[src/rtl/us_seq_pkg.sv]
// Shared constants and the state encoding for the ultrasonic frame sequencer.
package us_seq_pkg;

    localparam int          CH_NUM           = 8;
    localparam int          CH_W             = 3;
    localparam logic [15:0] TMO_CYCLES_DFLT  = 16'd50000;

    typedef enum logic [2:0] {
        IDLE   = 3'd0,
        SYNC   = 3'd1,
        LOAD   = 3'd2,
        PWAIT  = 3'd3,
        FIRE   = 3'd4,
        DWAIT  = 3'd5,
        NEXT   = 3'd6,
        FINISH = 3'd7
    } state_t;

endpackage

[src/rtl/us_seq_prio.sv]
// Lowest-set-bit encoder: picks the next pending sub-channel in ascending order.
// Purely combinational; vld is low when no bit is set.
module us_seq_prio
    import us_seq_pkg::*;
(
    input  logic [CH_NUM-1:0] mask,
    output logic [CH_W-1:0]   idx,
    output logic              vld
);

    // Scanning downwards lets the lowest set bit win.
    always_comb begin
        idx = '0;
        vld = 1'b0;
        for (int i = CH_NUM - 1; i >= 0; i--) begin
            if (mask[i]) begin
                idx = CH_W'(i);
                vld = 1'b1;
            end
        end
    end

endmodule

[src/rtl/us_frame_seq.sv]
// Frame sequencer ahead of the ultrasonic channel block: sync, per-channel load/fire
// handshakes with timeout guards, ping-pong half flip. All outputs are registered.
module us_frame_seq
    import us_seq_pkg::*;
#(
    parameter int               TMO_W      = 16,
    parameter logic [TMO_W-1:0] TMO_CYCLES = TMO_W'(TMO_CYCLES_DFLT)
)(
    input  logic              clk,
    input  logic              rst_n,
    input  logic              i_start,
    input  logic [CH_NUM-1:0] i_ch_mask,
    output logic              o_sync,
    output logic              o_load_param,
    output logic [CH_W-1:0]   o_sub_channel,
    input  logic              i_param_done,
    output logic              o_sub_sync,
    input  logic              i_done,
    output logic              o_wr_half,
    output logic              o_busy,
    output logic              o_frame_done,
    output logic              o_timeout,
    output logic              o_overrun
);

    state_t             state, state_nxt;
    logic [CH_NUM-1:0]  pend_mask, pend_nxt, pend_clr, cur_bit, prio_in;
    logic [TMO_W-1:0]   tmo_cnt, cnt_nxt;
    logic [CH_W-1:0]    ch_nxt, prio_idx;
    logic               prio_vld, tmo_nxt, wr_nxt, tmo_hit, past_guard;

    always_comb begin
        cur_bit                = '0;
        cur_bit[o_sub_channel] = 1'b1;
        pend_clr               = pend_mask & ~cur_bit;
        prio_in                = (state == NEXT) ? pend_clr : pend_mask;
    end

    us_seq_prio u_prio (
        .mask (prio_in),
        .idx  (prio_idx),
        .vld  (prio_vld)
    );

    // The counter is zero only in the first cycle of a wait, which doubles as the guard.
    assign tmo_hit    = (tmo_cnt == TMO_CYCLES - 1'b1);
    assign past_guard = (tmo_cnt != '0);

    always_comb begin
        state_nxt = state;
        pend_nxt  = pend_mask;
        ch_nxt    = o_sub_channel;
        cnt_nxt   = tmo_cnt;
        tmo_nxt   = o_timeout;
        wr_nxt    = o_wr_half;
        case (state)
            IDLE: begin
                if (i_start) begin
                    pend_nxt  = i_ch_mask;
                    tmo_nxt   = 1'b0;
                    state_nxt = SYNC;
                end
            end
            SYNC: begin
                if (prio_vld) begin
                    ch_nxt    = prio_idx;
                    state_nxt = LOAD;
                end else begin
                    state_nxt = FINISH;
                end
            end
            LOAD: begin
                cnt_nxt   = '0;
                state_nxt = PWAIT;
            end
            PWAIT: begin
                if (past_guard && i_param_done) begin
                    state_nxt = FIRE;
                end else if (tmo_hit) begin
                    tmo_nxt   = 1'b1;
                    state_nxt = NEXT;
                end else if (tmo_cnt != '1) begin
                    cnt_nxt = tmo_cnt + 1'b1;
                end
            end
            FIRE: begin
                cnt_nxt   = '0;
                state_nxt = DWAIT;
            end
            DWAIT: begin
                if (past_guard && i_done) begin
                    state_nxt = NEXT;
                end else if (tmo_hit) begin
                    tmo_nxt   = 1'b1;
                    state_nxt = NEXT;
                end else if (tmo_cnt != '1) begin
                    cnt_nxt = tmo_cnt + 1'b1;
                end
            end
            NEXT: begin
                pend_nxt = pend_clr;
                if (prio_vld) begin
                    ch_nxt    = prio_idx;
                    state_nxt = LOAD;
                end else begin
                    state_nxt = FINISH;
                end
            end
            FINISH: begin
                wr_nxt    = ~o_wr_half;
                state_nxt = IDLE;
            end
            default: state_nxt = IDLE;
        endcase
    end

    // Strobes are aligned with the state they belong to; frame_done follows FINISH.
    always_ff @(posedge clk or negedge rst_n) begin
        if (!rst_n) begin
            state         <= IDLE;
            pend_mask     <= '0;
            tmo_cnt       <= '0;
            o_sub_channel <= '0;
            o_timeout     <= 1'b0;
            o_wr_half     <= 1'b0;
            o_sync        <= 1'b0;
            o_load_param  <= 1'b0;
            o_sub_sync    <= 1'b0;
            o_busy        <= 1'b0;
            o_frame_done  <= 1'b0;
            o_overrun     <= 1'b0;
        end else begin
            state         <= state_nxt;
            pend_mask     <= pend_nxt;
            tmo_cnt       <= cnt_nxt;
            o_sub_channel <= ch_nxt;
            o_timeout     <= tmo_nxt;
            o_wr_half     <= wr_nxt;
            o_sync        <= (state_nxt == SYNC);
            o_load_param  <= (state_nxt == LOAD);
            o_sub_sync    <= (state_nxt == FIRE);
            o_busy        <= (state_nxt != IDLE);
            o_frame_done  <= (state == FINISH);
            o_overrun     <= i_start && (state != IDLE);
        end
    end

endmodule
[config.mk]
export PLATFORM = sky130hd
export DESIGN_NAME = us_frame_seq
export DESIGN_NICKNAME = d
export VERILOG_FILES = /design/src/rtl/us_seq_pkg.sv /design/src/rtl/us_seq_prio.sv /design/src/rtl/us_frame_seq.sv
export SDC_FILE = /design/constraint.sdc
export NUM_CORES = 1
export LEC_CHECK = 0
export CORE_ASPECT_RATIO = 1.4
export CORE_MARGIN = 1
export CORE_UTILIZATION = 56
export CTS_BUF_LIST = sky130_fd_sc_hd__clkbuf_8
export DETAILED_ROUTE_END_ITERATION = 7
export PLACE_DENSITY_LB_ADDON = 0.12
export RECOVER_POWER = 25
export SLEW_MARGIN = 10
export SYNTH_ARGS = -nofsm -noshare
export SYNTH_HDL_FRONTEND = slang
export SYNTH_SLANG_ARGS = --single-unit
[constraint.sdc]
create_clock -name clk -period 4.75 [get_ports clk]
set_input_delay 0.475 -clock clk [delete_from_list [all_inputs] [get_ports clk]]
set_output_delay 0.475 -clock clk [all_outputs]
set_load 0.1 [all_outputs]
==> impl_results.md, run 1 <==
* Final Hold Fails at 0
* Min-delay worst type: register to register
* Slowest CP cell: nand3_1
* Clk_lat worst skew at between 0.2 and 0.3 ns
* Yosys Warn Count at 0
* Post-CTS Setup Bufs at 0
* Core footprint at 4500 µm²
* CP Cell Sequence: clkinv_1, ha_1, inv_1, nand3_1, nand2b_1, mux2i_1
* Worst path required time at around 4.9 ns
* Crit path arrival time at approximately 3.0 ns
* Post-route setup slack at ~2.0 ns
* Fraction of layout cells with a size suffix above 1 at 8.33%
* Die area at 4960 µm²
* Asr flop ratio synth at 100%
* R2r worst-path depth at 6
* Most frequent cells in the layout: 40 x nand2_1, 38 x dfrtp_1, 22 x clkdlybuf4s50_1
* Clock power frac at 17.3%
* Vias in the first global route at around 2.2k
* Status: finished with violations
* Max-slew violation count at 39
* # nets final at about 330
* Sequential element share of the synthesized area at approximately 36%
* Levels on crit path at 6
* Synth Instances at about 300
* Average routed wire per standard cell at 17.0 µm
* Power density cells at ~650 nW/µm²
* Clk sinks at 38
* Ports at 24
* Seq pwr share at between 20 and 30%
* WL final at between 6000 and 7000 µm
* GRT overflow at 0
* Via Count at roughly 2.4k
* Worst Path Class, Setup: register to register
* First-pass GRT wire length at between 10000 and 15000 µm
* NetSw at just under 1 mW
* Area grow syn2layout at 14.5%
* Global Route Usage Sum at 28.3%
* Die Y at roughly 83 µm
* Switch share at between 40% and 50%
* H-tree levels at 2
* Setup TNS at 0 ns
* Internal power at between 0.9 and 1 mW
* #FFs+latches synth at 38
* P_leak at approximately 1.2 nW
* Hold path cells at 1
* Antenna violations before repair at 0
* IO buf count at 23
* Minimum clock period at between 2 and 3 ns
* Syn avg cell area at approximately 8.9 µm²
* Final setup viols at 0
* Pin count of the biggest net entering global routing at 39
* Reg clk slew, reported paths at roughly 0.080 ns
* Total CTS buffers at 5
* Critical path peak fanout at 28
* Syn Nets at 312
* Design Area, Final at about 3000 µm²
* Mapped cell area at roughly 2600 µm²
* Die width at around 60 µm
* Root buffer cell: clkbuf_8
* Post-synth EDFFs at 0
* Setup WS pre-CTS at about 2.0 ns
* RSZ-0062 raised after global routing: false
* DRC at 0
* Hold_ws at ~0.47 ns
* Netlist cell types at 63
* Critical Path End Type: register
* Setup crit start kind: register
* Commonest non-fill, non-tap cell in the layout: nand2_1
* Fmax at between 300 and 400 MHz
* Post-cts sizing count at 0
* Cell Area, Placed at approximately 2900 µm²
* Final period utilization at between 50% and 60%
* Most common flop cell mapped by yosys: dfrtp_1
* Post-DP HPWL at roughly 4600 µm
* CP max stage delay at 0.72 ns
* Post-CTS Hold Fix Bufs at 0
* Combinational share of power at a little over half
* Number of antenna diodes at 0
* Max cap viols at 1
* Headroom to the max-slew limit at -37.8%
* Via density per instance at about 6.3
* DRT Pass-1 Iters at 5
* Worst Max-Slew Pin Slew at slightly above 2 ns
* Top delay family on crit path: simple AND/OR/NAND/NOR gates
* Rows at 29
* DRT iter0 DRCs at 190
* Max VDD drop at 0.000461 V
* CP Buf/Inv Count at 2
* Max clock buf depth at 2
* Worst-case clock skew at slightly above 0.008 ns
* Post-route ant nets at 0
* Failing checks: max-capacitance violations, max-slew violations
* CTS tree: built
* Placer Congestion at a little under 0.9
* Initial core utilization at around three fifths
==> registers in the layout, summed over array words and instances (netlist names) <==
signal,count
tmo_cnt,16
pend_mask,8
o_sub_channel,3
state,3
o_busy,1
o_frame_done,1
o_load_param,1
o_overrun,1
o_sub_sync,1
o_sync,1
o_timeout,1
o_wr_half,1
==> metrics by stage <==
step	instances	power, mW	util, %
global route	374	2.07	66.6
CTS	374	1.95	66.7
floorplan	295	1.37	-
finish	374	1.95	66.6
global placement	366	1.59	63.6
detailed placement	366	1.61	63.6
==> synth_stat cells, types with 3 or more instances <==
cell,number,share of area [%]
a2111oi_2,4,2.3
a211oi_1,8,2.3
a21oi_1,16,3.1
a31o_2,3,1.0
and2_1,5,1.2
and3b_1,4,1.3
clkbuf_1,12,1.7
dfrtp_1,38,36
ha_1,4,1.9
inv_1,11,1.6
mux2i_1,19,7.3
nand2_1,40,5.7
nand2b_1,15,3.6
nand3_1,9,1.7
nand4_1,4,0.96
nor2_1,11,1.6
nor2b_1,4,0.96
nor3_1,10,1.9
nor4_1,3,0.72
o211ai_1,3,0.86
o21ai_0,15,2.9
o31ai_1,3,0.86
==> layout make-up <==
cell class,instances,area [µm²]
multi-input combinational,231,1560
fill,413,1500
clock buffer,5,68.8
clock inverter,3,68.8
timing repair buffer,23,224
sequential,38,951
tap,62,77.6
inverter,12,45.0
==> per-layer routing <==
metal	wire (µm)	share of wire, %	global-route usage [%]	vias to the layer above
met5	0	0	0	-
met4	89	1.4	9.51	0
met3	204	3.2	4.52	12
met2	3590	56	50.1	53
met1	2490	39	33.2	1169
li1	-	-	-	1128
==> worst reg2reg max path, stage by stage (launching register included) <==
cell	delay [ns]
dfrtp_1	0.58
clkinv_1	0.30
ha_1	0.46
inv_1	0.21
nand3_1	0.72
nand2b_1	0.29
mux2i_1	0.11
==> power groups by stage <==
| stage | Clock, mW | Combinational (mW) | Sequential [mW] |
|---|---|---|---|
| finish | 0.337 | 1.05 | 0.567 |
| floorplan | 0 | 0.667 | 0.700 |
| detailed placement | 0 | 1.04 | 0.570 |
| CTS | 0.340 | 1.04 | 0.563 |
| global placement | 0 | 1.02 | 0.567 |
| global route | 0.357 | 1.14 | 0.582 |
==> final timing paths <==
check	slack, ns	end	from
setup / recovery	1.97	tmo_cnt[3]$_DFFE_PN0P_	state[1]$_DFF_PN0_
hold / removal	0.47	o_wr_half$_DFFE_PN0P_	o_wr_half$_DFFE_PN0P_
hold reg to reg	0.47	o_wr_half$_DFFE_PN0P_	o_wr_half$_DFFE_PN0P_
max in group asynchronous	2.81	tmo_cnt[9]$_DFFE_PN0P_	rst_n
setup reg to reg	1.97	tmo_cnt[3]$_DFFE_PN0P_	state[1]$_DFF_PN0_
min in group asynchronous	0.76	tmo_cnt[0]$_DFFE_PN0P_	rst_n
==> kinds of logic after synthesis <==
kind of cell             after synthesis  synth area share (%)
AO/OA/AOI/OAI                         77                  22.0
XOR/XNOR                               2                 0.669
adder cells (fa/ha/maj)                4                  1.91
buffers and inverters                 26                  4.01
flip-flops                            38                  36.3
multiplexers                          19                  7.26
AND/OR/NAND/NOR                      129                  27.8
Note: power is estimated with default switching activity, not from simulation.
==> inputs of run 2 (changes only) <==
- clock period: 4.75 -> 2.7 ns (I/O delays scaled with it)
==> impl_results.md, run 2 (synthesis results as in run 1) <==
* Status: finished with violations
* Failing checks: max-capacitance violations, max-slew violations
* Total CTS buffers at 5 (unchanged)
* Setup crit start kind: register
* Fmax at 391 MHz (+8.8%)
* DRT Pass-1 Iters at 4 (-1)
* Core footprint at 4500 µm² (unchanged)
* Post-DP HPWL at 4630 µm (+1.3%)
* Antenna violations before repair at 0 (unchanged)
* Crit path arrival time at 2.73 ns (-0.23 ns)
* Setup TNS at 0 ns (unchanged)
* CP max stage delay at 0.51 ns (-0.21 ns)
* Fraction of layout cells with a size suffix above 1 at 13.8% (+5.5 points)
* Commonest non-fill, non-tap cell in the layout: nand2_1
* GRT overflow at 0 (unchanged)
* Final period utilization at 94.7% (+36 points)
* Reg clk slew, reported paths at 0.08 ns (about the same)
* RSZ-0062 raised after global routing: false
* Power density cells at 1130 nW/µm² (+74%)
* Critical Path End Type: register
* Hold_ws at 0.468 ns (-0.00483 ns)
* Final Hold Fails at 0 (unchanged)
* Initial core utilization at 58.2% (unchanged)
* Top Registers: tmo_cnt x16, pend_mask x8
* Headroom to the max-slew limit at -35.1% (+2.6 points)
* DRT iter0 DRCs at 185 (-2.6%)
* Via density per instance at 6.27 (-0.76%)
* Via Count at 2388 (+1.1%)
* Global Route Usage Sum at 28.4% (+0.12 points)
* Post-route ant nets at 0 (unchanged)
* FF-to-FF Start: tmo_cnt[0]$_DFFE_PN0P_
* # nets final at 336 (+2.4%)
* Vias in the first global route at 2372 (+6.0%)
* Max VDD drop at 0.000694 V (+51%)
* Worst-case clock skew at 0.00632 ns (-0.00193 ns)
* Area grow syn2layout at 14.8%
* CP Cell Sequence: inv_1, ha_1, or4b_1, nor4_4, buf_4, o32ai_1, o32a_2, or3b_1
* Final setup viols at 0 (unchanged)
* Post-cts sizing count at 0 (unchanged)
* Rows at 29 (unchanged)
* First-pass GRT wire length at 10800 µm (-0.26%)
* CTS tree: built
* H-tree levels at 2 (unchanged)
* Number of antenna diodes at 0 (unchanged)
* Worst Path Class, Setup: register to register
* Clk sinks at 38 (unchanged)
* Die Y at 82.9 µm (unchanged)
* Slowest CP cell: or4b_1
* Die width at 59.8 µm (unchanged)
* Max cap viols at 1 (unchanged)
* Max-slew violation count at 39 (unchanged)
* DRC at 0 (unchanged)
* Minimum clock period at 2.56 ns (-0.225 ns)
* Ports at 24 (unchanged)
* Clk_lat worst skew at 0.29 ns (about the same)
* Critical path peak fanout at 6 (-79%)
* Pin count of the biggest net entering global routing at 39 (unchanged)
* Average routed wire per standard cell at 16.5 µm (-3.2%)
* Max reg flops at 16 (unchanged)
* Die area at 4960 µm² (unchanged)
* P_leak at 1.28 nW (+3.4%)
* Max clock buf depth at 2 (unchanged)
* WL final at 6280 µm (-1.4%)
* Biggest register: tmo_cnt
* Core Util, Final at 66.8% (+0.17 points)
* Worst Max-Slew Pin Slew at 2.03 ns (-0.0397 ns)
* Worst path required time at 2.87 ns (-2.05 ns)
* IO buf count at 23 (unchanged)
* Hold Startpoint: o_wr_half$_DFFE_PN0P_
* Post-CTS Hold Fix Bufs at 0 (unchanged)
* Most frequent cells in the layout: 40 x nand2_1, 38 x dfrtp_1, 19 x mux2i_1, 19 x buf_4, 16 x a21oi_1
* Root buffer cell: clkbuf_8
* Min-delay worst type: register to register
* Post-CTS Setup Bufs at 0 (unchanged)
* Setup crit start: tmo_cnt[0]$_DFFE_PN0P_
* Placer Congestion at 0.892 (+0.97%)
run 2: final timing paths:
| check | slack (ns) | depth (start not counted) | endpoint |
|---|---|---|---|
| worst min-delay path | 0.47 | 1 | o_wr_half$_DFFE_PN0P_ |
| worst max register to register | 0.14 | 8 | o_busy$_DFF_PN0_ |
| worst min register to register | 0.47 | 1 | o_wr_half$_DFFE_PN0P_ |
| worst max-delay path | 0.14 | 8 | o_busy$_DFF_PN0_ |
| min in group asynchronous | 0.55 | 1 | tmo_cnt[2]$_DFFE_PN0P_ |
| max in group asynchronous | 0.99 | 1 | o_sub_sync$_DFF_PN0_ |
run 2: power by group:
part	switching [mW]	internal, mW
Sequential	0.240	0.733
Clock	0.205	0.296
Combinational	1.27	0.660
run 2: critical path: cells and delay by family, from the launching register on:
| kind | cells | cell delay (ns) |
|---|---|---|
| adders and majority gates | 1 | 0.15 |
| buffers and inverters | 2 | 0.33 |
| and+or+nand+nor | 3 | 1.23 |
| DFF | 1 | 0.41 |
| AOI/OAI and AO/OA | 2 | 0.31 |
run 2: layout make-up:
type / instances / area [µm²]
clock inverters: 1 / 30.0
multi-input cells: 231 / 1560
well taps: 62 / 77.6
fillers: 399 / 1490
inverters: 12 / 45.0
flip-flops and latches: 38 / 951
repair buffers: 31 / 256
clock buffers: 6 / 82.6
run 2: metal layers:
| metal | GRT usage (%) | routed length [µm] | vias up |
|---|---|---|---|
| li1 | - | - | 1137 |
| met1 | 31.7 | 2340 | 1167 |
| met2 | 49.7 | 3540 | 59 |
| met3 | 3.74 | 148 | 25 |
| met4 | 15.4 | 253 | 0 |
| met5 | 0 | 0 | - |
run 2: per-stage QoR:
stage,instance area (µm²),setup WS [ns],cells,total power [mW]
floorplan,2620,0.163,295,2.40
global placement,2880,0.203,372,2.83
detailed placement,2880,0.148,372,2.86
CTS,2990,0.132,379,3.37
global route,3010,0.0402,381,3.64
finish,3010,0.143,381,3.40
==> inputs of run 3 (changes only) <==
- SYNTH_HIERARCHICAL: unset -> 1
==> impl_results.md, run 3 <==
* Status: finished with violations
* Failing checks: max-capacitance violations, max-slew violations
* First-pass GRT wire length at 10200 µm (-5.2%)
* Post-DP HPWL at 4470 µm (-3.4%)
* Root buffer cell: clkbuf_8
* Yosys Warn Count at 6 (+6)
* Via density per instance at 6.16 (-1.8%)
* Setup TNS at 0 ns (unchanged)
* Number of antenna diodes at 0 (unchanged)
* Post-route ant nets at 0 (unchanged)
* Sequential element share of the synthesized area at 37.2% (+0.91 points)
* Largest area contributor in the netlist: dfrtp_1
* Syn Nets at 312 (unchanged)
* Max cap viols at 1 (unchanged)
* Final setup viols at 0 (unchanged)
* Clk sinks at 38 (unchanged)
* GRT overflow at 0 (unchanged)
* IO buf count at 23 (unchanged)
* FF-to-FF Start: tmo_cnt[0]$_DFFE_PN0P_
* Most numerous cell in the Yosys netlist: dfrtp_1
* Netlist cell types at 63 (unchanged)
* Register Area at 953 µm² (+0.26%)
* Die width at 59.1 µm (-1.2%)
* CTS tree: built
* Average routed wire per standard cell at 15.8 µm (-3.9%)
* Setup crit start: tmo_cnt[0]$_DFFE_PN0P_
* Reg clk slew, reported paths at 0.07 ns (about the same)
* Synth Instances at 295 (unchanged)
* Min-delay worst type: register to register
* Fmax at 395 MHz (+1.1%)
* Die Y at 81.9 µm (-1.2%)
* Worst-case clock skew at 0.00706 ns (+0.000736 ns)
* Mux share of post-synthesis cell area at 1.18% (-6.1 points)
* Rows at 28 (-3.4%)
* Area grow syn2layout at 14.7% (about the same)
* Critical path peak fanout at 6 (unchanged)
* Setup crit start kind: register
* Max VDD drop at 0.000664 V (-4.4%)
* Combinational share of power at 65.4% (+8.7 points)
* Crit path arrival time at 2.75 ns (+0.02 ns)
* Placer Congestion at 0.974 (+9.3%)
* Largest family of logic cells by synthesized area: simple AND/OR/NAND/NOR gates
* Post-synthesis xor/xnor area fraction at 0.686% (+0.017 points)
* Fraction of layout cells with a size suffix above 1 at 15.6% (+1.9 points)
* Minimum clock period at 2.53 ns (-0.0275 ns)
* WL final at 6120 µm (-2.6%)
* Worst Path Class, Setup: register to register
* Hold path cells at 1 (unchanged)
* Critical Path End Type: register
* Headroom to the max-slew limit at -35.2% (-0.12 points)
* P_leak at 1.21 nW (-5.1%)
* # nets final at 343 (+2.1%)
* Switch share at 52.6% (+2.2 points)
* Post-CTS Hold Fix Bufs at 0 (unchanged)
* Yosys top cell area share at 37.2% (+0.91 points)
* Met2 usage at 53.5% (+3.8 points)
* Max-slew violation count at 39 (unchanged)
* Vias in the first global route at 2289 (-3.5%)
* RR Endpoint: tmo_cnt[11]$_DFFE_PN0P_
* Adder-cell area share of the yosys netlist at 1.96% (+0.048 points)
* Commonest non-fill, non-tap cell in the layout: dfrtp_1
* Synth cell count leaders: 38 x dfrtp_1, 35 x nand2_1, 24 x a21oi_1
* Max clock buf depth at 2 (unchanged)
* R2r worst-path depth at 7 (-1)
* Most frequent cells in the layout: 36 x dfrtp_1, 35 x nand2_1, 25 x buf_4
* Die area at 4840 µm² (-2.4%)
* H-tree levels at 2 (unchanged)
* R2r setup slk at 0.17 ns (+0.03 ns)
* Clk_lat worst skew at 0.29 ns (about the same)
* Met1 usage in global routing at 30.3% (-1.4 points)
* Hold_ws at 0.477 ns (+0.00869 ns)
* Max reg flops at 16 (unchanged)
* Post-synth EDFFs at 0 (unchanged)
* Total CTS buffers at 5 (unchanged)
* Post-route insts no fill at 386 (+1.3%)
* Pin count of the biggest net entering global routing at 39 (unchanged)
* Seq pwr share at 24.8% (-3.8 points)
* #FFs+latches synth at 38 (unchanged)
* DRT Pass-1 Iters at 4 (unchanged)
* Global Route Usage Sum at 28.0% (-0.38 points)
* Most common flop cell mapped by yosys: dfrtp_1
* Top Registers: tmo_cnt x16, pend_mask x8
* Core footprint at 4310 µm² (-4.2%)
* Worst Max-Slew Pin Slew at 2.03 ns (+0.00177 ns)
* Antenna violations before repair at 0 (unchanged)
* Clock power frac at 9.9% (-4.8 points)
* Core Util, Final at 68.0% (+1.2 points)
* Worst min-delay path endpoint: o_wr_half$_DFFE_PN0P_
* Power density cells at 1260 nW/µm² (+12%)
* Via Count at 2377 (-0.46%)
* Post-synthesis compound-gate area fraction at 21.9% (-0.14 points)
* RSZ-0062 raised after global routing: true
* Fillcell total at 383 (-4.0%)
* DRT iter0 DRCs at 114 (-38%)
* Ports at 24 (unchanged)
* Grt met3 use at 3.31% (-0.43 points)
* Hold Startpoint: o_wr_half$_DFFE_PN0P_
* Mapped cell area at 2550 µm² (-2.4%)
* Biggest register: tmo_cnt
* Worst path required time at 2.92 ns (+0.05 ns)
* Area occupied by multi-input gates at 1480 µm² (-5.5%)
* Gr busiest metal: met2
* DRC at 0 (unchanged)
* Final Hold Fails at 0 (unchanged)
* Inst Count DP at 379 (+1.9%)
* Synth Area in Simple Gates at 31.5% (+3.7 points)
* Syn avg cell area at 8.66 µm² (-2.4%)
* Asr flop ratio synth at 100% (unchanged)
* NetSw at 1.95 mW (+13%)
* Final period utilization at 93.7% (-1.0 points)
* Largest cells by area after synthesis: dfrtp_1 37%, nand2_1 5.1%, a21oi_1 4.7%
* Internal power at 1.76 mW (+3.9%)
* Initial core utilization at 59.3% (+1.1 points)
-- run 3: kinds of logic (layout without fill, tap and decap cells) --
family / Yosys count / in the layout
flops: 38 / 38
fa+ha+maj: 4 / 4
mux: 3 / 3
compound gates: 83 / 83
buf+inv: 25 / 56
xor+xnor: 2 / 2
simple gates: 140 / 140
-- run 3: what timing repair did --
action                                  in CTS  in global routing
endpoints found under the setup margin       0                  6
endpoints found under the hold margin        0                  0
resized for setup                            0                  3
setup buffers                                0                  0
-- run 3: worst max-delay path: stages (launching register included) --
cell	delay (ns)
dfrtp_1	0.44
inv_1	0.09
ha_1	0.15
nor4b_2	0.34
nand4_1	0.26
a221oi_1	0.54
or4b_1	0.48
a21oi_1	0.15
-- run 3: layout make-up --
class                           count  area share (%)
Clock buffer                        5            2.35
Clock inverter                      2           0.342
Inverter                           12            1.54
Multi-Input combinational cell    232            50.4
Sequential cell                    38            32.5
Tap cell                           60            2.56
Timing Repair Buffer               37            10.3
-- run 3: per-layer routing --
layer	share of wire (%)	vias to the layer above	wire, µm
met3	2.3	13	140
met2	55	42	3360
met1	41	1152	2490
met5	0	-	0
li1	-	1170	-
met4	2.1	0	129
-- run 3: metrics by stage --
stage | power (mW) | setup slack, ns | cell area (µm²)
after floorplan | 2.76 | 0.000483 | 2560
after global placement | 3.26 | 0.100 | 2840
after detailed placement | 3.29 | 0.0377 | 2840
after CTS | 3.67 | 0.0329 | 2920
after global routing | 4.00 | -0.0198 | 2930
final | 3.70 | 0.170 | 2930
-- run 3: worst max path at each step --
stage,end,depth (start not counted)
after floorplan,o_sub_sync$_DFF_PN0_,11
after global placement,o_sub_sync$_DFF_PN0_,10
after detailed placement,o_sub_sync$_DFF_PN0_,10
after CTS,o_sub_sync$_DFF_PN0_,10
after global routing,o_sub_sync$_DFF_PN0_,10
final,tmo_cnt[11]$_DFFE_PN0P_,7
-- run 3: power by group through the flow --
stage	combinational [mW]	clock [mW]	sequential, mW
after floorplan	1.45	0	1.31
after global placement	2.34	0	0.921
after detailed placement	2.37	0	0.923
after CTS	2.38	0.377	0.913
after global routing	2.66	0.394	0.940
final	2.42	0.365	0.918
==> RTL edit 1: new RTL, settings of run 2 <==
Change the package constant `CH_W` from 3 to 6.
--- a/src/rtl/us_seq_pkg.sv
+++ b/src/rtl/us_seq_pkg.sv
@@ -3,5 +3,5 @@
 
     localparam int          CH_NUM           = 8;
-    localparam int          CH_W             = 3;
+    localparam int          CH_W             = 6;
     localparam logic [15:0] TMO_CYCLES_DFLT  = 16'd50000;
 
Interface: changed (resized o_sub_channel); port bits go from 24 to 27. No check against the original RTL was run, so the function may have changed too.
==> RTL edit 1 against run 2 <==
  * The run ends with design-rule violations, max-capacitance violations, max-slew violations left
  * First-iteration DRC count fell by 9.2%
  * Core utilization is 2.1 points higher
  * Final area is 7.0% lower
  * Total power fell by 2.5%
  * Setup slack gained 210 ps
  * Non-clock buffer count decreased by 3
  * Sequential share of layout area rose by 2.4 points
  * Synthesized area fell by 7.5%
  * Routed wire length is 13% lower
  * Sequential cell count did not move
  * Highest routed layer unchanged
==> RTL edit 1: results (changes against run 2) <==
{| class="wikitable"
! Metric !! Value
|-
| Wire length per cell || 15.9 um (was 16.5 um)
|-
| Drt first-iter violations || 168 (was 185)
|-
| Number of detailed-route iterations in the first pass || 7 (was 4)
|-
| VDD IR-drop max || 0.675 mV (was 0.694 mV)
|-
| Final slew viol count || 39 (unchanged)
|-
| Max incr delay on CP || 440 ps (was 510 ps)
|-
| Run status || complete, but fails checks (unchanged)
|-
| Proportion of synthesized chip area in sequential cells || 39.2% (was 36.3%)
|-
| Place WS || 284 ps (was 148 ps)
|-
| Aggregate global-route resource usage || 26.6% (was 28.4%)
|-
| Final cell count without fillers || 343 (was 381)
|-
| Post-placement cell count || 335 (was 372)
|-
| Fillers || 332 (was 399)
|-
| MaxCap Viol Count || 1 (unchanged)
|-
| Worst-path maximum fanout || 7 (was 6)
|-
| Cell Area, Placed || 2650 um2 (was 2880 um2)
|-
| Fraction of layout instances using a drive strength above 1 || 11.0% (was 13.8%)
|-
| Violated checks || design-rule violations, max-capacitance violations, max-slew violations (was max-capacitance violations, max-slew violations)
|-
| Global-route wire length before repair || 9.39 mm (was 10.8 mm)
|-
| DRC violation count after routing || 6 (was 0)
|-
| Number of unique standard cell types used by synthesis || 59 (was 63)
|-
| Setup Skew || 9.68 ps (was 6.32 ps)
|-
| Cell type of the slowest stage on the worst timing path || dfrtp_1 (was or4b_1)
|-
| Vias in the first global route || 2048 (was 2372)
|-
| Pin slew with the least headroom to its limit || 2010 ps (was 2030 ps)
|-
| Cells taking the most area after synthesis || dfrtp_1, mux2i_1, nor2_1, a21oi_1, nand2_1 (was dfrtp_1, mux2i_1, nand2_1, nand2b_1, a21oi_1)
|-
| Net count reported at finish || 316 (was 336)
|}
-- RTL edit 1: area by class of cell --
type                            instances  area share [%]
Clock buffer                            6            2.96
Clock inverter                          2            2.15
Inverter                               16            2.15
Multi-Input combinational cell        210            48.4
Sequential cell                        38            34.1
Tap cell                               43            1.93
Timing Repair Buffer                   28            8.37
-- RTL edit 1: timing repair --
| item | in CTS | in global routing |
|---|---|---|
| resized for setup | 0 | 1 |
| hold endpoints to repair | 0 | 0 |
| endpoints found under the setup margin | 0 | 1 |
-- RTL edit 1: final timing paths --
check,startpoint,to,slack (ps)
worst max-delay path,tmo_cnt[0],tmo_cnt[15],350
worst min-delay path,o_wr_half,o_wr_half,470
worst max register to register,tmo_cnt[0],tmo_cnt[15],350
worst min register to register,o_wr_half,o_wr_half,470
max in group asynchronous,rst_n,state[1],860
min in group asynchronous,rst_n,pend_mask[6],530
-- RTL edit 1: kinds of logic (layout without fill, tap and decap cells) --
kind of cell / count (synthesis) / in the layout / synth area share, %
XOR/XNOR: 7 / 7 / 2.53
AND/OR/NAND/NOR: 106 / 106 / 23.1
adder cells (fa/ha/maj): 4 / 4 / 2.07
buffers and inverters: 28 / 52 / 5.32
AO/OA/AOI/OAI: 75 / 75 / 21.4
flip-flops: 38 / 38 / 39.2
other: 1 / 3 / 0.155
multiplexers: 15 / 15 / 6.19
-- RTL edit 1: metrics by stage --
| stage | hold WS, ps | utilization, % |
|---|---|---|
| floorplan | -25.6 | - |
| global placement | 413 | 65.4 |
| detailed placement | 429 | 65.4 |
| CTS | 105 | 68.9 |
| global route | 493 | 68.9 |
| finish | 474 | 68.9 |
-- RTL edit 1: per-layer routing --
layer	global-route usage (%)	vias to the layer above	routed length (um)
met3	3.89	15	182
met1	29.7	1029	2190
li1	-	1052	-
met4	13.4	0	160
met2	48.1	51	2900
met5	0	-	0
-- RTL edit 1: worst register-to-register path, stage by stage, from the launching register on --
cell and delay, ps:
dfrtp_1 440, inv_1 80, ha_1 150, nor4b_1 220
and4_1 390, o21bai_4 130, a211o_1 340, or3_1 360
a21oi_1 160
-- RTL edit 1: power breakdown --
group          total, mW  leakage, nW  internal, mW  switching [mW]
clock network      0.599       0.0714         0.394           0.205
registers          0.940        0.490         0.739           0.202
logic               1.78        0.692         0.591            1.19
==> RTL edit 2: new RTL, config.mk and constraints of run 2 <==
Without the edit above. Register the inputs `i_start`, `i_ch_mask`, `i_param_done` and `i_done` before use, without a reset. The logic sees them one clock later.
--- a/src/rtl/us_frame_seq.sv
+++ b/src/rtl/us_frame_seq.sv
@@ -23,4 +23,16 @@
     output logic              o_overrun
 );
+
+    logic i_start_q;
+    logic [CH_NUM-1:0] i_ch_mask_q;
+    logic i_param_done_q;
+    logic i_done_q;
+
+    always_ff @(posedge clk) begin
+        i_start_q      <= i_start;
+        i_ch_mask_q    <= i_ch_mask;
+        i_param_done_q <= i_param_done;
+        i_done_q       <= i_done;
+    end
 
     state_t             state, state_nxt;
@@ -56,6 +68,6 @@
         case (state)
             IDLE: begin
-                if (i_start) begin
-                    pend_nxt  = i_ch_mask;
+                if (i_start_q) begin
+                    pend_nxt  = i_ch_mask_q;
                     tmo_nxt   = 1'b0;
                     state_nxt = SYNC;
@@ -75,5 +87,5 @@
             end
             PWAIT: begin
-                if (past_guard && i_param_done) begin
+                if (past_guard && i_param_done_q) begin
                     state_nxt = FIRE;
                 end else if (tmo_hit) begin
@@ -89,5 +101,5 @@
             end
             DWAIT: begin
-                if (past_guard && i_done) begin
+                if (past_guard && i_done_q) begin
                     state_nxt = NEXT;
                 end else if (tmo_hit) begin
@@ -142,5 +154,5 @@
             o_busy        <= (state_nxt != IDLE);
             o_frame_done  <= (state == FINISH);
-            o_overrun     <= i_start && (state != IDLE);
+            o_overrun     <= i_start_q && (state != IDLE);
         end
     end
Behaviour: not the same (Yosys sat finds a counterexample within 4 cycles, from zero or initial values and one cycle with rst_n low).
==> RTL edit 2 against run 2 <==
  * The flow still finishes with violations (max-capacitance violations, max-slew violations)
  * Sequential power grew 21%
  * Core utilization grew 1.7 points
  * Routed wire length shrank 1.1%
  * Setup slack lost 23 ps
  * Fmax shrank 0.88%
  * Final area grew 4.2%
  * Via count shrank 0.75%
  * First-iteration DRC count grew 11%
  * Synthesized area grew 3.5%
  * Non-clock buffer count grew 4
  * Total power grew 6.7%
  * Sequential cell count grew 11
==> RTL edit 2: results (changes against run 2) <==
{| class="wikitable"
! Metric !! Value
|-
| Post-DP HPWL || 4.51 mm (was 4.63 mm)
|-
| Synthesized netlist cell count || 287 (was 295)
|-
| Setup Skew || 15.6 ps (was 6.32 ps)
|-
| Run status || complete, but fails checks (unchanged)
|-
| Leakage power figure || 1.33 nW (was 1.28 nW)
|-
| Synth top cells by count || dfrtp_1, nor2_1, a21oi_1 (was nand2_1, dfrtp_1, mux2i_1)
|-
| Fraction of synthesized area in multiplexers || 5.54% (was 7.26%)
|-
| Violated checks || max-capacitance violations, max-slew violations (unchanged)
|-
| Most common cell in the netlist || dfrtp_1 (was nand2_1)
|-
| Post-Synthesis Net Count || 304 (was 312)
|-
| Wire length after detailed routing || 6.22 mm (was 6.28 mm)
|-
| Data arrival time of the worst path || 2810 ps (was 2730 ps)
|-
| Last weighted congestion value of the routability-driven placer || 0.885 (was 0.892)
|-
| Fillers || 378 (was 399)
|-
| Clock network fraction of total power || 11.6% (was 14.7%)
|-
| Worst reg2reg setup slack || 120 ps (was 140 ps)
|-
| Final cell count without fillers || 382 (was 381)
|-
| Depth of the worst register-to-register path || 9 (was 8)
|-
| Global-route wire length before repair || 10.3 mm (was 10.8 mm)
|-
| Drt first-iter violations || 205 (was 185)
|-
| Power dissipated by switching net loads || 1.80 mW (was 1.72 mW)
|-
| MaxCap Viol Count || 1 (unchanged)
|-
| Cells taking the most area after synthesis || dfrtp_1, dfxtp_1, mux2i_1, a21oi_1, nor2_1 (was dfrtp_1, mux2i_1, nand2_1, nand2b_1, a21oi_1)
|-
| Critical R2R Capture || o_timeout (was o_busy)
|-
| Fraction of layout instances using a drive strength above 1 || 13.4% (was 13.8%)
|-
| Vias in the first global route || 2246 (was 2372)
|-
| Aggregate global-route resource usage || 26.4% (was 28.4%)
|-
| Number of antenna violations at the first check in global routing || 0 (unchanged)
|-
| Post-Route Hold Slack || 469 ps (was 468 ps)
|-
| Worst slew slack as a fraction of its limit || -34.5% (was -35.1%)
|-
| Portion of total power attributed to combinational logic || 56.0% (was 56.7%)
|-
| Fraction of registers with async set or reset after synthesis || 77.6% (was 100%)
|-
| Final slew viol count || 39 (unchanged)
|-
| Area share of fa/ha/maj cells after synthesis || 1.85% (was 1.91%)
|-
| Post-CTS clock slew at the launch and capture registers of the worst setup and hold paths || 100 ps (was 80 ps)
|-
| XOR/XNOR Fraction of Synth Area || 0.646% (was 0.669%)
|-
| Number of unique standard cell types used by synthesis || 64 (was 63)
|-
| Post-placement cell count || 370 (was 372)
|-
| Largest registers || tmo_cnt x16, i_ch_mask_q x8, pend_mask x8 (was tmo_cnt x16, pend_mask x8)
|-
| Power density over cell area || 1160 nW/um2 (was 1130 nW/um2)
|-
| Yosys warnings || 0 (unchanged)
|}
RTL edit 2: through the flow:
step,area (um2),setup TNS [ps],utilization (%),worst slack [ps]
after floorplan,2710,0,-,211
after global placement,3010,0,65.8,154
after detailed placement,3010,0,65.8,68.9
after CTS,3090,0,67.6,23.3
after global routing,3130,-8.83,68.5,-4.75
final,3130,0,68.5,120
RTL edit 2: routing by layer:
| layer | vias up | GRT usage (%) | wire (um) |
|---|---|---|---|
| met3 | 19 | 3.54 | 224 |
| li1 | 1150 | - | - |
| met1 | 1123 | 31.7 | 2480 |
| met5 | - | 0 | 0 |
| met2 | 78 | 44.6 | 3300 |
| met4 | 0 | 13.2 | 213 |
RTL edit 2: final cells by class:
type	instances	share of cell area, %
Timing Repair Buffer	35	9.15
Sequential cell	49	37.4
Clock inverter	3	0.519
Tap cell	62	2.48
Clock buffer	5	2.20
Multi-Input combinational cell	215	46.7
Inverter	13	1.56
